--- config.mk ---
export PLATFORM = sky130hd
export DESIGN_NAME = blk_cda3da
export DESIGN_NICKNAME = d
export VERILOG_FILES = /design/src/rtl/nios2_oci_dct_pkg.sv /design/src/rtl/nios2_oci_dct_frame_reg.sv /design/src/rtl/blk_cda3da.sv
export SDC_FILE = /design/constraint.sdc
export NUM_CORES = 1
export LEC_CHECK = 0
export ABC_AREA = 1
export BUFFER_PORTS_ARGS = -buffer_cell sky130_fd_sc_hd__buf_2
export CAP_MARGIN = 20
export CELL_PAD_IN_SITES_DETAIL_PLACEMENT = 0
export CELL_PAD_IN_SITES_GLOBAL_PLACEMENT = 1
export CORE_MARGIN = 5
export CORE_UTILIZATION = 43
export DETAILED_ROUTE_END_ITERATION = 12
export PLACE_DENSITY_LB_ADDON = 0.08
export SYNTH_ARGS = -nofsm -noshare
export SYNTH_HDL_FRONTEND = slang
export SYNTH_SLANG_ARGS = --single-unit
--- constraint.sdc ---
create_clock -name clk -period 2.65 [get_ports clk]
set_clock_uncertainty 0.1 [all_clocks]
set_input_delay 0.265 -clock clk [delete_from_list [all_inputs] [get_ports clk]]
set_output_delay 0.265 -clock clk [all_outputs]
set_load 0.005 [all_outputs]
--- src/rtl/nios2_oci_dct_pkg.sv ---
// Shared constants for the OCI data-trace sequencer: symbol/frame geometry,
// sequencer state encoding and the symbol-packing helper.
package nios2_oci_dct_pkg;

    localparam int SYM_W   = 2;
    localparam int DEPTH   = 15;
    localparam int CNT_W   = 4;
    localparam int FRAME_W = SYM_W * DEPTH;

    localparam logic [CNT_W-1:0] FULL_CNT = CNT_W'(DEPTH);
    localparam logic [CNT_W-1:0] ZERO_CNT = 4'd0;

    localparam logic [1:0] ST_RUN    = 2'd0;
    localparam logic [1:0] ST_ENDING = 2'd1;
    localparam logic [1:0] ST_ENDED  = 2'd2;

    // Newest symbol always lands in the low bits of the frame.
    function automatic logic [FRAME_W-1:0] push_sym(
        input logic [FRAME_W-1:0] frame,
        input logic [SYM_W-1:0]   s
    );
        return {frame[FRAME_W-SYM_W-1:0], s};
    endfunction

endpackage

--- src/rtl/nios2_oci_dct_frame_reg.sv ---
// Output holding register for trace frames: loads a new frame, holds it while
// downstream stalls, and drops frame_valid once the frame has been taken.
module nios2_oci_dct_frame_reg
    import nios2_oci_dct_pkg::*;
(
    input  logic               clk,
    input  logic               reset_n,
    input  logic               load,
    input  logic [FRAME_W-1:0] load_frame,
    input  logic [CNT_W-1:0]   load_count,
    input  logic               frame_ready,
    output logic [FRAME_W-1:0] frame,
    output logic [CNT_W-1:0]   count,
    output logic               frame_valid
);

    logic [FRAME_W-1:0] frame_r;
    logic [CNT_W-1:0]   count_r;
    logic               valid_r;

    // Load has priority; otherwise a sampled ready retires the presented frame.
    always_ff @(posedge clk or negedge reset_n) begin
        if (!reset_n) begin
            frame_r <= {FRAME_W{1'b0}};
            count_r <= ZERO_CNT;
            valid_r <= 1'b0;
        end else if (load) begin
            frame_r <= load_frame;
            count_r <= load_count;
            valid_r <= 1'b1;
        end else if (frame_ready) begin
            valid_r <= 1'b0;
        end else begin
            valid_r <= valid_r;
        end
    end

    assign frame       = frame_r;
    assign count       = count_r;
    assign frame_valid = valid_r;

endmodule

--- src/rtl/blk_cda3da.sv ---
// Nios II OCI data-trace sequencer: packs 2-bit trace symbols into 15-symbol
// frames, hands them downstream over valid/ready, and drains on end of test.
module blk_cda3da
    import nios2_oci_dct_pkg::*;
(
    input  logic               clk,
    input  logic               reset_n,
    input  logic               trace_en,
    input  logic               sym_valid,
    input  logic [SYM_W-1:0]   sym,
    input  logic               flush,
    input  logic               test_ending,
    output logic [FRAME_W-1:0] dct_buffer,
    output logic [CNT_W-1:0]   dct_count,
    output logic               frame_valid,
    input  logic               frame_ready,
    output logic               overflow,
    output logic               test_has_ended
);

    logic [FRAME_W-1:0] fbuf_r;
    logic [CNT_W-1:0]   fcnt_r;
    logic               flush_pend_r;
    logic [1:0]         state_r;
    logic               overflow_r;
    logic               ended_r;

    logic [FRAME_W-1:0] fbuf_n_s;
    logic [CNT_W-1:0]   fcnt_n_s;
    logic               accept_s;
    logic               slot_free_s;
    logic               has_data_s;
    logic               xfer_s;
    logic               drop_s;
    logic               flush_set_s;
    logic [1:0]         state_nx_s;

    // Fill-path next state, transfer decision and sequencer next state.
    always_comb begin
        accept_s    = 1'b0;
        fbuf_n_s    = fbuf_r;
        fcnt_n_s    = fcnt_r;
        slot_free_s = 1'b0;
        has_data_s  = 1'b0;
        xfer_s      = 1'b0;
        drop_s      = 1'b0;
        flush_set_s = 1'b0;
        state_nx_s  = state_r;

        if (trace_en && sym_valid && (state_r == ST_RUN) && (fcnt_r < FULL_CNT)) begin
            accept_s = 1'b1;
        end else begin
            accept_s = 1'b0;
        end

        if (accept_s) begin
            fbuf_n_s = push_sym(fbuf_r, sym);
            fcnt_n_s = fcnt_r + 4'd1;
        end else begin
            fbuf_n_s = fbuf_r;
            fcnt_n_s = fcnt_r;
        end

        slot_free_s = !frame_valid || frame_ready;
        has_data_s  = (fcnt_n_s != ZERO_CNT);

        if (slot_free_s && ((fcnt_n_s == FULL_CNT) ||
                            ((flush_pend_r || flush) && has_data_s && (state_r != ST_ENDED)) ||
                            ((state_r == ST_ENDING) && has_data_s))) begin
            xfer_s = 1'b1;
        end else begin
            xfer_s = 1'b0;
        end

        // A symbol offered against a full, stalled fill register is lost.
        if (trace_en && sym_valid && (state_r == ST_RUN) && (fcnt_r == FULL_CNT) && !xfer_s) begin
            drop_s = 1'b1;
        end else begin
            drop_s = 1'b0;
        end

        if (flush && (state_r != ST_ENDED) && has_data_s && !xfer_s) begin
            flush_set_s = 1'b1;
        end else begin
            flush_set_s = 1'b0;
        end

        case (state_r)
            ST_RUN: begin
                if (test_ending) begin
                    state_nx_s = ST_ENDING;
                end else begin
                    state_nx_s = ST_RUN;
                end
            end
            ST_ENDING: begin
                if ((fcnt_r == ZERO_CNT) && !frame_valid) begin
                    state_nx_s = ST_ENDED;
                end else begin
                    state_nx_s = ST_ENDING;
                end
            end
            ST_ENDED: state_nx_s = ST_ENDED;
            default:  state_nx_s = ST_RUN;
        endcase
    end

    // Fill register, pending flush, sequencer state and sticky status flags.
    always_ff @(posedge clk or negedge reset_n) begin
        if (!reset_n) begin
            fbuf_r       <= {FRAME_W{1'b0}};
            fcnt_r       <= ZERO_CNT;
            flush_pend_r <= 1'b0;
            state_r      <= ST_RUN;
            overflow_r   <= 1'b0;
            ended_r      <= 1'b0;
        end else begin
            state_r <= state_nx_s;
            if (xfer_s) begin
                fbuf_r       <= {FRAME_W{1'b0}};
                fcnt_r       <= ZERO_CNT;
                flush_pend_r <= 1'b0;
            end else begin
                fbuf_r       <= fbuf_n_s;
                fcnt_r       <= fcnt_n_s;
                flush_pend_r <= flush_pend_r || flush_set_s;
            end
            overflow_r <= overflow_r || drop_s;
            ended_r    <= ended_r || (state_nx_s == ST_ENDED);
        end
    end

    nios2_oci_dct_frame_reg u_frame_reg (
        .clk         (clk),
        .reset_n     (reset_n),
        .load        (xfer_s),
        .load_frame  (fbuf_n_s),
        .load_count  (fcnt_n_s),
        .frame_ready (frame_ready),
        .frame       (dct_buffer),
        .count       (dct_count),
        .frame_valid (frame_valid)
    );

    assign overflow       = overflow_r;
    assign test_has_ended = ended_r;

endmodule

==> impl_metrics.ini, run 1 <==
[synthesis]
netlist_area_um2 = 3418
yosys.area_share.adder = 0.007321
ys_seq_elements = 74
syn_nets = 404
synth_top_family_by_area = simple AND/OR/NAND/NOR gates
netlist_instances = 393
yosysSeqAreaShare = 0.5417
ys_warn_count = 0
synth_area_per_cell_um2 = 8.698
synth_cell_types = 23
synth_mux_area_frac = 0
synth-compound-area-share = 0.1069
synth-simple-area-share = 0.2624
synth_xor_area_frac = 0

[placement]
dpl_cell_area_um2 = 3677
gp_congestion = 0.7320
portBuffers = 45
hpwl_um = 4529
dpl_worst_slack_ps = 408.9

[route]
via_count = 2617
wl_per_cell_um = 13.13
drt_iter0_markers = 101
drtPass1Iterations = 5
viasPerCell = 4.837
ant_nets = 0
drc = 0
wl_um = 7101

[sta]
drv_slew = 0
grt_setup_unrepaired = no
timing.fmax_ghz = 0.4414
finalHoldViolCount = 0
setup_tns_ps = 0
period_share = 0.8550
setup_ws_ps = 384.3
setup_viol = 0
worstMarginPinSlew_ps = 953.7
layout_min_cycle_time_ps = 2266
relSlewSlack = 0.3642

[clock_tree]
h-tree-depth = 3
clock_latency_ps = 340
cts.clk_slew.worst_paths_ps = 80
clkSinkCount = 74
clockBufferDepth = 2
clockRootBuffer = clkbuf_8
cts_tree = yes
cts_setup_buffers = 0
cts_buffers = 9

[power_and_ir_drop]
p_int_mw = 2.516
comb_power_share = 0.378
power_leakage_nw = 2.193
peakVddDrop_uv = 416.4
powerDensity_nw_per_um2 = 1049
pwr-share-seq = 0.391
p_clk_frac = 0.231
switchingPower_mw = 1.571
swShare = 0.3844

[run_status]
status = complete, no violations

[cells_and_area]
drive_above_1_share = 0.2323
nNetsFinal = 445
final_area_um2 = 3897
areaGrowthSynthToFinish_pct = 14.02
antenna_cells = 0
multi_input_area_um2 = 1290
regArea_um2 = 1852
fillers = 762

[floorplan]
dieArea_um2 = 9833
io_pins = 46
fp.coreArea_um2 = 7727
die_h_um = 99.16
die_x_um = 99.16
start_util = 0.4424
rows = 32

[global_route]
antenna_found_initial = 0
top_usage_layer = met2
use_met2 = 0.2614
grt_use_met1 = 0.2098
grtUsageTotal = 0.1606
grt.overflow.total = 0
grt_max_degree = 75
grt_first_pass_wirelength_um = 12770
met3_usage = 0.03226
grt_pass1_vias = 2681

[critical_path]
cp.required_ps = 2740
endpoint_kind = flop
setup.worst_path.class = flop to flop
worstSetupStartpointType = flop
worstPathArrival_ps = 2360
r2r_setup_slack_ps = 380
cp_max_fo = 33

[run]
cap_viol_max_count = 0

[hold_path]
hold_class = input port to flop
-- through the flow --
stage	hold WS, ps	utilization	power (mW)	cells
floorplan	-130.6	-	2.860	393
global placement	345.8	0.4759	3.177	524
detailed placement	352.7	0.4759	3.200	524
CTS	14.44	0.5044	4.158	541
global route	32.60	0.5044	4.471	541
finish	32.26	0.5044	4.087	541
-- cells by family after synthesis --
| kind of cell | count (synthesis) |
|---|---|
| buf+inv | 56 |
| fa+ha+maj | 2 |
| flops | 74 |
| simple gates | 204 |
| compound gates | 57 |
-- power groups by stage --
stage               combinational (mW)  sequential, mW  clock (mW)
floorplan                         1.25            1.61           0
global placement                  1.57            1.61           0
detailed placement                1.58            1.62           0
CTS                               1.59            1.60       0.972
global route                      1.81            1.64        1.02
finish                            1.54            1.60       0.945
-- worst max-delay path, stage by stage, from the launching register on --
cell and delay (ps):
dfrtp_1 410, ha_1 260, nand3_2 130, nand3_2 160
nand2_1 70, nand2_1 150, nor2_1 70, nand2_1 90
nand2_2 70, nand2_4 80, buf_4 350, a21boi_0 160
-- cells in the final DEF, fill, tap and decap left out --
cell type      netlist  final
nand2_1            130    130
dfrtp_1             74     74
buf_2                1     44
nand3_1             37     37
inv_1               32     32
o21ai_0             19     19
or2_2               18     18
a21boi_0            13     13
a21oi_1             10     10
a21oi_2             10     10
nor2_1              10      9
clkbuf_8             0      9
buf_4                6      9
a21boi_1             4      4
nand4_1              3      3
nand3_2              2      2
nor2_2               1      2
nand2_4              2      2
ha_1                 2      2
clkbuf_1             9      2
clkinv_2             0      2
bufinv_16            0      2
nand2_2              1      1
o21ai_1              1      1
clkinv_4             0      1
dlygate4sd3_1        0      1
-- path summary, 6_finish.rpt --
kind,start,endpoint,cells past startpoint
max,fcnt_r[1]$_DFF_PN0_,fbuf_r[9]$_DFF_PN0_,11
min,test_ending,state_r[0]$_DFF_PN0_,3
max reg2reg,fcnt_r[1]$_DFF_PN0_,fbuf_r[9]$_DFF_PN0_,11
min reg2reg,u_frame_reg.count[3]$_DFFE_PN0N_,u_frame_reg.count[3]$_DFFE_PN0N_,2
max in group asynchronous,reset_n,fbuf_r[6]$_DFF_PN0_,2
min in group asynchronous,reset_n,state_r[0]$_DFF_PN0_,2
-- final cells by class --
cell class                      count  area share
Sequential cell                    74      0.4751
Multi-Input combinational cell    263      0.3310
Timing Repair Buffer               54     0.07640
Clock buffer                       11     0.03371
Tap cell                          102     0.03274
Inverter                           32     0.03082
Clock inverter                      5     0.02022
-- flip-flops by register name, indices dropped and copies added (netlist names) --
register / count
fcnt_r: 4
state_r: 2
fbuf_r: 30
overflow: 1
u_frame_reg.frame: 30
u_frame_reg.frame_valid: 1
test_has_ended: 1
flush_pend_r: 1
u_frame_reg.count: 4
-- Yosys cell counts --
cell        n  share of area
nand2_1   130           0.14
dfrtp_1    74           0.54
nand3_1    37          0.054
inv_1      32          0.035
o21ai_0    19          0.028
or2_2      18          0.033
a21boi_0   13          0.029
a21oi_1    10          0.015
a21oi_2    10          0.026
nor2_1     10          0.011
clkbuf_1    9         0.0099
buf_4       6          0.013
buf_6       6          0.020
a21boi_1    4         0.0088
nand4_1     3         0.0055
buf_1       2         0.0022
ha_1        2         0.0073
nand2_4     2         0.0066
nand3_2     2         0.0059
buf_2       1         0.0015
nand2_2     1         0.0018
nor2_2      1         0.0018
o21ai_1     1         0.0015
-- routing by layer --
layer	part of all wire	up-vias
met5	0	-
met4	0.013	0
met3	0.035	8
met2	0.48	37
met1	0.47	1245
li1	-	1327
-- repair_timing --
item / CTS / global route
hold buffers: 1 / 0
gates resized for setup: 0 / 0
endpoints found under the hold margin: 20 / 0
Note: power is estimated with default switching activity, not from simulation.
==> run 2, diff against run 1 <==
--- a/config.mk
+++ b/config.mk
@@ -5,13 +5,12 @@
 export SDC_FILE = /design/constraint.sdc
 export NUM_CORES = 1
 export LEC_CHECK = 0
-export ABC_AREA = 1
 export BUFFER_PORTS_ARGS = -buffer_cell sky130_fd_sc_hd__buf_2
 export CAP_MARGIN = 20
 export CELL_PAD_IN_SITES_DETAIL_PLACEMENT = 0
 export CELL_PAD_IN_SITES_GLOBAL_PLACEMENT = 1
 export CORE_MARGIN = 5
-export CORE_UTILIZATION = 43
+export CORE_UTILIZATION = 45
 export DETAILED_ROUTE_END_ITERATION = 12
 export PLACE_DENSITY_LB_ADDON = 0.08
 export SYNTH_ARGS = -nofsm -noshare
==> impl_metrics.ini, run 2 <==
[cells_and_area]
antenna_cells = 0
layout_commonest_cell = dfrtp_1
drive_above_1_share = 0.2259
nNetsFinal = 338
areaGrowthSynthToFinish_pct = 17.35
utilization = 0.5337
final_cell_mix = 74 x dfrtp_1, 62 x mux2i_1, 44 x buf_2

[synthesis]
synth_top_cells_by_count = 74 x dfrtp_1, 62 x mux2i_1, 35 x inv_1, 35 x nor2_1, 5 x a21oi_1
synth_top_area_cell = dfrtp_1
synth_edf_count = 0
syn_nets = 286
ys_warn_count = 0
async_flop_share = 1.000
netlist_instances = 275
ys_seq_elements = 74
yosysTopAreaCellShare = 0.5705
yosysSeqAreaShare = 0.5705
ys.flop_type = dfrtp_1
synthTopCellsByArea = dfrtp_1 57%, mux2i_1 19%, inv_1 4.0%, nor2_1 4.0%, buf_6 1.0%
netlist_area_um2 = 3246
synth_most_common_cell = dfrtp_1
synth_area_per_cell_um2 = 11.80
synth_cell_types = 41

[critical_path]
endpoint_kind = flop
worstSetupStartpointType = flop
cp_max_fo = 23
r2r_setup_slack_ps = 170
r2r_start = fcnt_r[1]$_DFF_PN0_
rr_worst_depth = 8
worstPathArrival_ps = 2640
setup.worst_path.class = flop to flop
r2r_end = u_frame_reg.frame[22]$_DFFE_PN0N_
cp.required_ps = 2820

[hold_path]
min_to = state_r[0]$_DFF_PN0_
hold_class = input port to flop
hold_start = test_ending
min_path_cells = 3

[power_and_ir_drop]
powerDensity_nw_per_um2 = 863.6
comb_power_share = 0.330
switchingPower_mw = 1.107
swShare = 0.3366
power_leakage_nw = 2.039
p_clk_frac = 0.262
p_int_mw = 2.182
peakVddDrop_uv = 422.4
pwr-share-seq = 0.408
power_mw = 3.289

[sta]
setup_tns_ps = 0
period_share = 0.9349
worstMarginPinSlew_ps = 463.1
layout_min_cycle_time_ps = 2478
setup_ws_ps = 172.4
finalHoldViolCount = 0
timing.fmax_ghz = 0.4036
setup_viol = 0
hold_slack_ps = 99.35
relSlewSlack = 0.6913
drv_slew = 0
grt_setup_unrepaired = no

[global_route]
grtUsageTotal = 0.1471
grt_first_pass_wirelength_um = 10260
grt_max_degree = 36
grt.overflow.total = 0
antenna_found_initial = 0
grt_pass1_vias = 2180

[route]
drt_iter0_markers = 72
viasPerCell = 4.872
wl_um = 5916
drc = 0
ant_nets = 0
drtPass1Iterations = 4
wl_per_cell_um = 13.73
via_count = 2100

[placement]
portBuffers = 45
dpl_worst_slack_ps = 113.3
hpwl_um = 4102
gp_congestion = 0.7853

[run]
cap_viol_max_count = 0

[floorplan]
io_pins = 46
die_x_um = 94.93
start_util = 0.4548
dieArea_um2 = 9011
fp.coreArea_um2 = 7137
die_h_um = 94.93
rows = 31

[clock_tree]
clockRootBuffer = clkbuf_8
h-tree-depth = 3
cts_tree = yes
clockBufferDepth = 2
cts_setup_buffers = 0
cts_buffers = 9
clock_latency_ps = 340
clkSinkCount = 74
cts.clk_slew.worst_paths_ps = 80

[run_status]
status = complete, no violations
==> run 2: worst max-delay path, cell delays in order (launching register included) <==
cell and delay (ps):
dfrtp_1 430, ha_2 290, or3b_1 360, a21oi_1 190, o31ai_1 140, o32ai_4 290, buf_12 230, buf_12 180
mux2i_1 190
==> run 2: stage by stage <==
stage | instance area, um2 | instances
5_1_grt | 3809 | 431
2_1_floorplan | 3246 | 275
4_1_cts | 3802 | 431
6_report | 3809 | 431
3_3_place_gp | 3598 | 414
3_5_place_dp | 3598 | 414
==> run 2: power groups by stage <==
stage | Clock [mW] | Sequential, mW | Combinational (mW)
floorplan | 0 | 1.35 | 0.836
global placement | 0 | 1.36 | 1.09
detailed placement | 0 | 1.36 | 1.09
CTS | 0.887 | 1.34 | 1.09
global route | 0.943 | 1.36 | 1.20
finish | 0.861 | 1.34 | 1.09
==> run 2: how the worst max path moves through the flow <==
stage                                                    to  cells past startpoint                 from  slack [ps]
after floorplan            u_frame_reg.frame[0]$_DFFE_PN0N_                      8  fcnt_r[1]$_DFF_PN0_         380
after global placement    u_frame_reg.frame[13]$_DFFE_PN0N_                      7  fcnt_r[1]$_DFF_PN0_         180
after detailed placement   u_frame_reg.frame[3]$_DFFE_PN0N_                      7  fcnt_r[1]$_DFF_PN0_         110
after CTS                  u_frame_reg.frame[3]$_DFFE_PN0N_                      7  fcnt_r[1]$_DFF_PN0_         100
after global routing      u_frame_reg.frame[22]$_DFFE_PN0N_                      8  fcnt_r[1]$_DFF_PN0_          30
final                     u_frame_reg.frame[22]$_DFFE_PN0N_                      8  fcnt_r[1]$_DFF_PN0_         170
==> run 2: routing by layer <==
layer  GRT usage  routed length [um]  vias to the layer above
met4     0.06130                  66                        0
met1      0.1950                2790                     1025
li1            -                   -                     1036
met5           0                   0                        -
met3     0.03506                 199                        6
met2      0.2314                2860                       33
==> run 2: what timing repair did <==
action,CTS,global route
hold buffers,1,0
endpoints found under the hold margin,33,0
endpoints found under the setup margin,0,17
resized for setup,0,2
==> run 2: area by class of cell <==
type	count	area, um2
multi-input cells	151	1170
fillers	691	3328
clock buffers	11	131.4
repair buffers	55	334.1
inverters	36	135.1
well taps	99	123.9
clock inverters	5	62.56
flip-flops and latches	74	1852
==> run 2: kinds of logic after synthesis <==
family,after synthesis,synth area share
flip-flops,74,0.5705
multiplexers,64,0.1982
AND/OR/NAND/NOR,61,0.09407
buffers and inverters,50,0.06977
AO/OA/AOI/OAI,23,0.05706
adder cells (fa/ha/maj),2,0.007709
XOR/XNOR,1,0.002699
